===== src/rtl/binary_pack_unit.sv =====
// Binary pack unit: reads four interleaved PE result lanes, thresholds each pixel
// to its MSB, packs 32 pixels per word into the pack buffer and counts foreground.
module binary_pack_unit #(
  parameter int N_PER_PE = 256,
  parameter int IDX_W    = 8,
  parameter int WADDR_W  = 5,
  parameter int CNT_W    = 11
) (
  input  logic               clk,
  input  logic               reset_n,
  input  logic               pack_start,
  output logic               pack_done,
  output logic               pe_rd_en,
  output logic [IDX_W-1:0]   pe_rd_addr,
  input  logic [31:0]        pe_rd_data,
  output logic               wr_en,
  output logic [WADDR_W-1:0] wr_addr,
  output logic [31:0]        wr_data,
  output logic [CNT_W-1:0]   fg_count
);

  localparam logic [IDX_W-1:0]   LAST_IDX   = IDX_W'(N_PER_PE - 1);
  localparam logic [WADDR_W-1:0] LAST_WADDR = WADDR_W'(N_PER_PE / 8 - 1);

  typedef enum logic [1:0] {IDLE, READ, DRAIN, DONE} state_t;

  state_t           state;
  logic             vld_p0;
  logic [IDX_W-1:0] idx_p0;
  logic [31:0]      acc_p1;
  logic [31:0]      acc_next;
  logic [3:0]       nib;

  function automatic logic [3:0] lane_bits(input logic [31:0] d);
    lane_bits = {d[31], d[23], d[15], d[7]};
  endfunction

  function automatic logic [2:0] popcnt4(input logic [3:0] b);
    popcnt4 = {2'b00, b[0]} + {2'b00, b[1]} + {2'b00, b[2]} + {2'b00, b[3]};
  endfunction

  // Insert the thresholded nibble for index idx_p0 into the word being built.
  always_comb begin
    nib      = lane_bits(pe_rd_data);
    acc_next = acc_p1;
    acc_next[{idx_p0[2:0], 2'b00} +: 4] = nib;
  end

  always_ff @(posedge clk or negedge reset_n) begin
    if (!reset_n) begin
      state      <= IDLE;
      pack_done  <= 1'b0;
      pe_rd_en   <= 1'b0;
      pe_rd_addr <= '0;
      wr_en      <= 1'b0;
      wr_addr    <= '0;
      wr_data    <= '0;
      fg_count   <= '0;
      vld_p0     <= 1'b0;
      idx_p0     <= '0;
      acc_p1     <= '0;
    end else begin
      // Stage p0: RAM read issued last cycle, data appears on pe_rd_data now.
      vld_p0 <= pe_rd_en;
      idx_p0 <= pe_rd_addr;
      wr_en  <= 1'b0;

      // Stage p1: accumulate the nibble and emit the word on its eighth index.
      if (vld_p0) begin
        acc_p1   <= acc_next;
        fg_count <= fg_count + CNT_W'(popcnt4(nib));
        if (idx_p0[2:0] == 3'b111) begin
          wr_en   <= 1'b1;
          wr_addr <= WADDR_W'(idx_p0 >> 3);
          wr_data <= acc_next;
        end
      end

      case (state)
        IDLE: begin
          if (pack_start) begin
            state      <= READ;
            pe_rd_en   <= 1'b1;
            pe_rd_addr <= '0;
            fg_count   <= '0;
            acc_p1     <= '0;
          end
        end
        READ: begin
          if (pe_rd_addr == LAST_IDX) begin
            pe_rd_en <= 1'b0;
            state    <= DRAIN;
          end else begin
            pe_rd_addr <= pe_rd_addr + 1'b1;
          end
        end
        DRAIN: begin
          if (wr_en && wr_addr == LAST_WADDR) begin
            state     <= DONE;
            pack_done <= 1'b1;
          end
        end
        DONE: begin
          if (!pack_start) begin
            pack_done <= 1'b0;
            state     <= IDLE;
          end
        end
        default: state <= IDLE;
      endcase
    end
  end

endmodule

===== config.mk =====
export PLATFORM = sky130hd
export DESIGN_NAME = binary_pack_unit
export DESIGN_NICKNAME = d
export VERILOG_FILES = /design/src/rtl/binary_pack_unit.sv
export SDC_FILE = /design/constraint.sdc
export NUM_CORES = 1
export LEC_CHECK = 0
export CORE_MARGIN = 10
export CORE_UTILIZATION = 65
export CTS_BUF_LIST = sky130_fd_sc_hd__clkbuf_4
export CTS_CLUSTER_SIZE = 20
export DETAILED_ROUTE_END_ITERATION = 6
export DONT_BUFFER_PORTS = 1
export PLACE_DENSITY_LB_ADDON = 0.12
export SLEW_MARGIN = 20
export SYNTH_ARGS = -nofsm -noshare
export SYNTH_HDL_FRONTEND = slang
export SYNTH_SLANG_ARGS = --single-unit

===== constraint.sdc =====
create_clock -name clk -period 2.5 [get_ports clk]
set_input_delay 0.75 -clock clk [delete_from_list [all_inputs] [get_ports clk]]
set_output_delay 0.75 -clock clk [all_outputs]
set_load 0.1 [all_outputs]

=== Yosys cells after proc, flatten, opt, wreduce, memory -nomap -nowiden ===
Cells that the tools add are included.

* Flip-flop bits (word level): 102
* Bits of input ports: 35
* Output and inout bits: 59
* Logic and storage cells: 62

* Add/sub/neg operators: 6
* Equal/unequal tests: 11
* Shift-type cells: 2
* Multiplexer cells: 23
* Reduce and logical (&&, ||, !) cells: 9

{| class="wikitable"
|+ Operators by type and width
! cell !! number
|-
| $mux 32 || 3
|-
| $mux 11 || 3
|-
| $bwmux 32 || 1
|-
| $shift 4x7->32 const A || 1
|-
| $shiftx 4x7->32 || 1
|-
| $mux 8 || 2
|-
| $pmux 8 s2 || 1
|-
| $add 11x3->11 || 1
|-
| $ne 2x2->1 const B || 5
|-
| $reduce_and 3->1 || 3
|-
| $add 8x1->8 const B || 1
|-
| $eq 8x8->1 const B || 1
|-
| $mux 2 || 4
|-
| $pmux 2 s4 || 1
|-
| $neg 5->7 || 1
|-
| $mux 1 || 6
|-
| $eq 5x5->1 const B || 1
|-
| $eq 2x2->1 const B || 2
|-
| $pmux 1 s2 || 2
|-
| $reduce_and 4->1 || 1
|-
| $reduce_bool 2->1 || 2
|-
| $add 2x1->3 || 1
|-
| $add 3x1->3 || 1
|-
| $eq 3x3->1 const B || 1
|-
| 5 further kinds || 5
|}

=== Logic depth before layout (Yosys ltp) ===
* Depth in word-level cells: 7
* Mapped depth: 9
* Depth with buffers taken out: 9

=== Worst setup path after synthesis ===
No wires, ideal clock.

* Kind: in2reg
* Start point: input port pe_rd_data[7]
* End point: register fg_count[9]
* Setup time: 78 ps
* Arrival time: 2564 ps
* Data required time: 2422 ps
* Setup slack: -142 ps
* Stages on the path: 7
* Buffers on the path: 0
* Cells stage by stage: fa_1 inv_1 fa_1 nor2b_1 o21ai_1 or4_1 a21oi_1

* Word-level cells in the longest chain between the ends: 7

{| class="wikitable"
|+ RTL lines
! item !! line !! text
|-
| from (decl) || 15 || <nowiki>input logic [31:0] pe_rd_data,</nowiki>
|-
| $add 1x1->2 * || 39 || <nowiki>popcnt4 = {2'b00, b[0]} + {2'b00, b[1]} + {2'b00, b[2]} + {2'b00, b[3]};</nowiki>
|-
| $add 2x1->3 * || 39 ||
|-
| $add 3x1->3 * || 39 ||
|-
| $add 11x3->11 * || 71 || <nowiki>fg_count <= fg_count + CNT_W'(popcnt4(nib));</nowiki>
|-
| $mux 11 * || 69 || <nowiki>if (vld_p0) begin</nowiki>
|-
| $mux 11 || 81 || <nowiki>if (pack_start) begin</nowiki>
|-
| $mux 11 * || 79 || <nowiki>case (state)</nowiki>
|-
| to (signal assigned) || 71 ||
|-
| to (decl) || 19 || <nowiki>output logic [CNT_W-1:0] fg_count</nowiki>
|}

Every way passes the cells marked *; elsewhere a longest branch is shown, timed or not.
A chain may end at the register's enable or synchronous reset.

=== Final worst setup path ===
* Start point: register state[0]
* End point: register pe_rd_addr[7]

* Word-level cells in the longest chain between the ends: 3
* Elaborated cells between the ends (all ways): 7
* Those cells by class: eq/ne (3); mux (1); reduce/logical (3)

{| class="wikitable"
|+ RTL lines
! item !! line !! text
|-
| from (decl) || 27 || <nowiki>state_t state;</nowiki>
|-
| from (signal assigned) || 51 || <nowiki>state <= IDLE;</nowiki>
|-
| from (signal assigned) || 82 || <nowiki>state <= READ;</nowiki>
|-
| from (signal assigned) || 92 || <nowiki>state <= DRAIN;</nowiki>
|-
| $eq 2x1->1 or $logic_not 2->1 (tied branches) || 79 ||
|-
| $ne 2x2->1 (no line) or $reduce_bool 2->1 (tied branches) || - ||
|-
| $reduce_and 3->1 (no line) || - ||
|-
| to (signal assigned) || 94 || <nowiki>pe_rd_addr <= pe_rd_addr + 1'b1;</nowiki>
|-
| to (decl) || 14 || <nowiki>output logic [IDX_W-1:0] pe_rd_addr,</nowiki>
|}

Parallel ways exist; a longest one is shown, timed or not.

==> results by group <==
GRT
  – GRT Resource Usage Total: 18.4%
  – Initial antenna violation count: 0
  – Largest net degree at the start of global routing: 103
  – First-pass GRT wire length: 17,100 um
  – Vias in the first global route: 3,539
  – Grt total ovfl: 0

Synthesis
  – Simple-gate share of the synthesized area: 17.1%
  – #FFs+latches synth: 102
  – Ys flop type: dfrtp_1
  – Mapped Avg Cell Area: 10.3 sq um
  – Synth cell types: 52
  – Post-Synth Adder-Cell Area: 3.62%
  – Synthesized area: 4780 sq um
  – Ys async rst share: 100%
  – EDFF count, synth: 0
  – Mux share of post-synthesis cell area: 10.6%
  – Synth Area in XOR/XNOR: 1.28%
  – Syn Inst Count: 463
  – Synth warn: 0
  – Syn_nets: 510
  – Compound-Gate Fraction of Synth Area: 10.1%
  – Seq/Total Area, Yosys: 53.4%
  – Largest family of logic cells by synthesized area: simple AND/OR/NAND/NOR gates

Clock network
  – Clk slew on worst S/H paths: 150 ps
  – Root buf cell: clkbuf_4
  – CTS buffer count: 9
  – PostCTS Resize Cnt: 0
  – CTS sink count: 102
  – CTS tree: done
  – Setup Buffers After CTS: 0
  – Longest Clk Path Bufs: 2
  – Worst skew pair latency: 430 ps
  – Htree depth: 3

Placement
  – Number of port buffers: 0
  – Routability cong.: 0.855
  – Placed Area: 5290 sq um
  – Post-DP HPWL: 7140 um

Critical path
  – Critical Path RT: 2860 ps
  – Worst Path Arrival: 2570 ps
  – Startpoint Class: register
  – Crit Path Max Fanout: 15
  – Crit Path Class: register to register
  – Reg2Reg Depth: 6
  – Setup slack, reg-to-reg: 300 ps
  – Reg-to-reg endpoint: pe_rd_addr[7]
  – Reg2reg start: state[0]
  – Crit. End Element: register

Timing
  – RSZ-0062 raised after global routing: no
  – Final period util: 88.2%
  – Maximum clock rate: 454 MHz
  – Pins Over Slew Limit: 0
  – Clock Skew: 12.7 ps
  – Hold slack: -9.85 ps
  – Fin. Hold Viols: 23
  – Worst-Margin Slew: 964 ps
  – Slew HR: 35.7%
  – Setup violators final: 0
  – Fin crit period: 2200 ps

Finish
  – Share of layout cells above drive strength 1: 19.1%
  – Fill count: 543
  – Commonest non-fill, non-tap cell in the layout: dfrtp_1
  – Final #Nets: 560
  – N_diodes: 0
  – Fin area: 5420 sq um
  – Commonest cells after routing, fill and taps aside: dfrtp_1, buf_4, nand2_1, mux2i_1, o21ai_0
  – Synthesis-to-layout area growth: 13.5%

Run status
  – Failing checks: negative hold slack
  – Status: complete, but fails checks

Route
  – Post-DRT Antenna Nets: 0
  – First DRT Iteration DRCs: 200
  – Routed WL: 9940 um
  – Wirelength per Cell: 16.1 um
  – Vias/cell: 5.70
  – TritonRoute pass-1 iters: 5
  – Detailed-route via count: 3,514
  – Remaining routing DRC violations: 0

Floorplan
  – Row count: 31
  – Die Height: 106 um
  – Die Width: 106 um
  – Core ar.: 7210 sq um
  – I/O pin count: 94
  – Initial Util: 66.2%
  – Die ar.: 11,200 sq um

Pwr
  – Leak pwr: 2.62 nW
  – Total power: 3.93 mW
  – Worst vdd ir: 773 uV
  – PwrDens: 725 nW/um^2

Hold path
  – HP Class: primary input to asynchronous set/reset pin

Job
  – Max cap viols: 0
[critical path: stages, from the launching register on]
cell and delay [ps]:
dfrtp_1 420, inv_1 110, ha_1 380, and2_4 340, o2111ai_1 270, or4_1 470
a21oi_1 160
[power breakdown]
| group | internal, mW | switching [mW] |
|---|---|---|
| clock | 0.298 | 0.517 |
| sequential | 1.77 | 0.0682 |
| combinational | 0.291 | 0.982 |
[flip-flops by register name, indices dropped and copies added (netlist names), 2 cells and up]
signal / count
state: 2
pe_rd_addr: 8
wr_addr: 5
acc_p1: 32
fg_count: 11
wr_data: 32
idx_p0: 8
[cells in the mapped netlist, types with 4 or more instances]
cell type	count	area share [%]
mux2i_1	44	9.2
nand2_1	64	5.0
nor3_1	4	0.42
buf_2	6	0.63
nand4_1	5	0.65
xor2_1	5	0.92
nor2_1	29	2.3
dfrtp_1	102	53
a21oi_1	23	2.4
mux2_2	6	1.4
ha_1	9	2.4
o31ai_1	5	0.79
clkbuf_1	18	1.4
inv_1	12	0.94
nand3_1	34	3.6
o21ai_0	39	4.1
[cell type report]
type | count | area [sq um] | area share [%]
multi-input combinational | 320 | 2060 | 38.0
sequential | 102 | 2550 | 47.1
timing repair buffer | 67 | 503 | 9.28
clock inverter | 7 | 62.6 | 1.15
clock buffer | 9 | 67.6 | 1.25
inverter | 13 | 48.8 | 0.900
tap | 99 | 124 | 2.29
[routing by layer]
| layer | part of all wire (%) | vias up | wire length (um) | global-route usage [%] |
|---|---|---|---|---|
| met1 | 41 | 1701 | 4120 | 22.1 |
| li1 | - | 1720 | - | - |
| met3 | 6.4 | 13 | 631 | 4.75 |
| met5 | 0 | - | 0 | 0 |
| met2 | 51 | 80 | 5020 | 31.3 |
| met4 | 1.6 | 0 | 159 | 6.29 |
[how the worst max path moves through the flow]
stage / end / slack (ps) / startpoint
finish: pe_rd_addr[7] / 300 / state[0]
global placement: fg_count[6] / -120 / pe_rd_data[7]
floorplan: fg_count[6] / -130 / pe_rd_data[7]
global route: pe_rd_addr[7] / 90 / state[0]
CTS: pe_rd_addr[7] / 280 / state[0]
detailed placement: fg_count[6] / -150 / pe_rd_data[7]
[logic make-up after synthesis]
family	count (synthesis)
fa+ha+maj	12
buf+inv	41
xor+xnor	7
flops	102
simple gates	167
compound gates	84
mux	50
[metrics by stage]
stage	setup slack, ps	TNS, ps	instances	hold WS (ps)	util (%)
floorplan	-126	-286	463	454	-
global placement	-117	-259	601	457	73.3
detailed placement	-151	-375	601	458	73.3
CTS	279	0	617	-30.3	75.1
global route	91.2	0	617	-50.6	75.1
finish	296	0	617	-9.85	75.1
No activity file was read; power rests on OpenSTA's default activity.
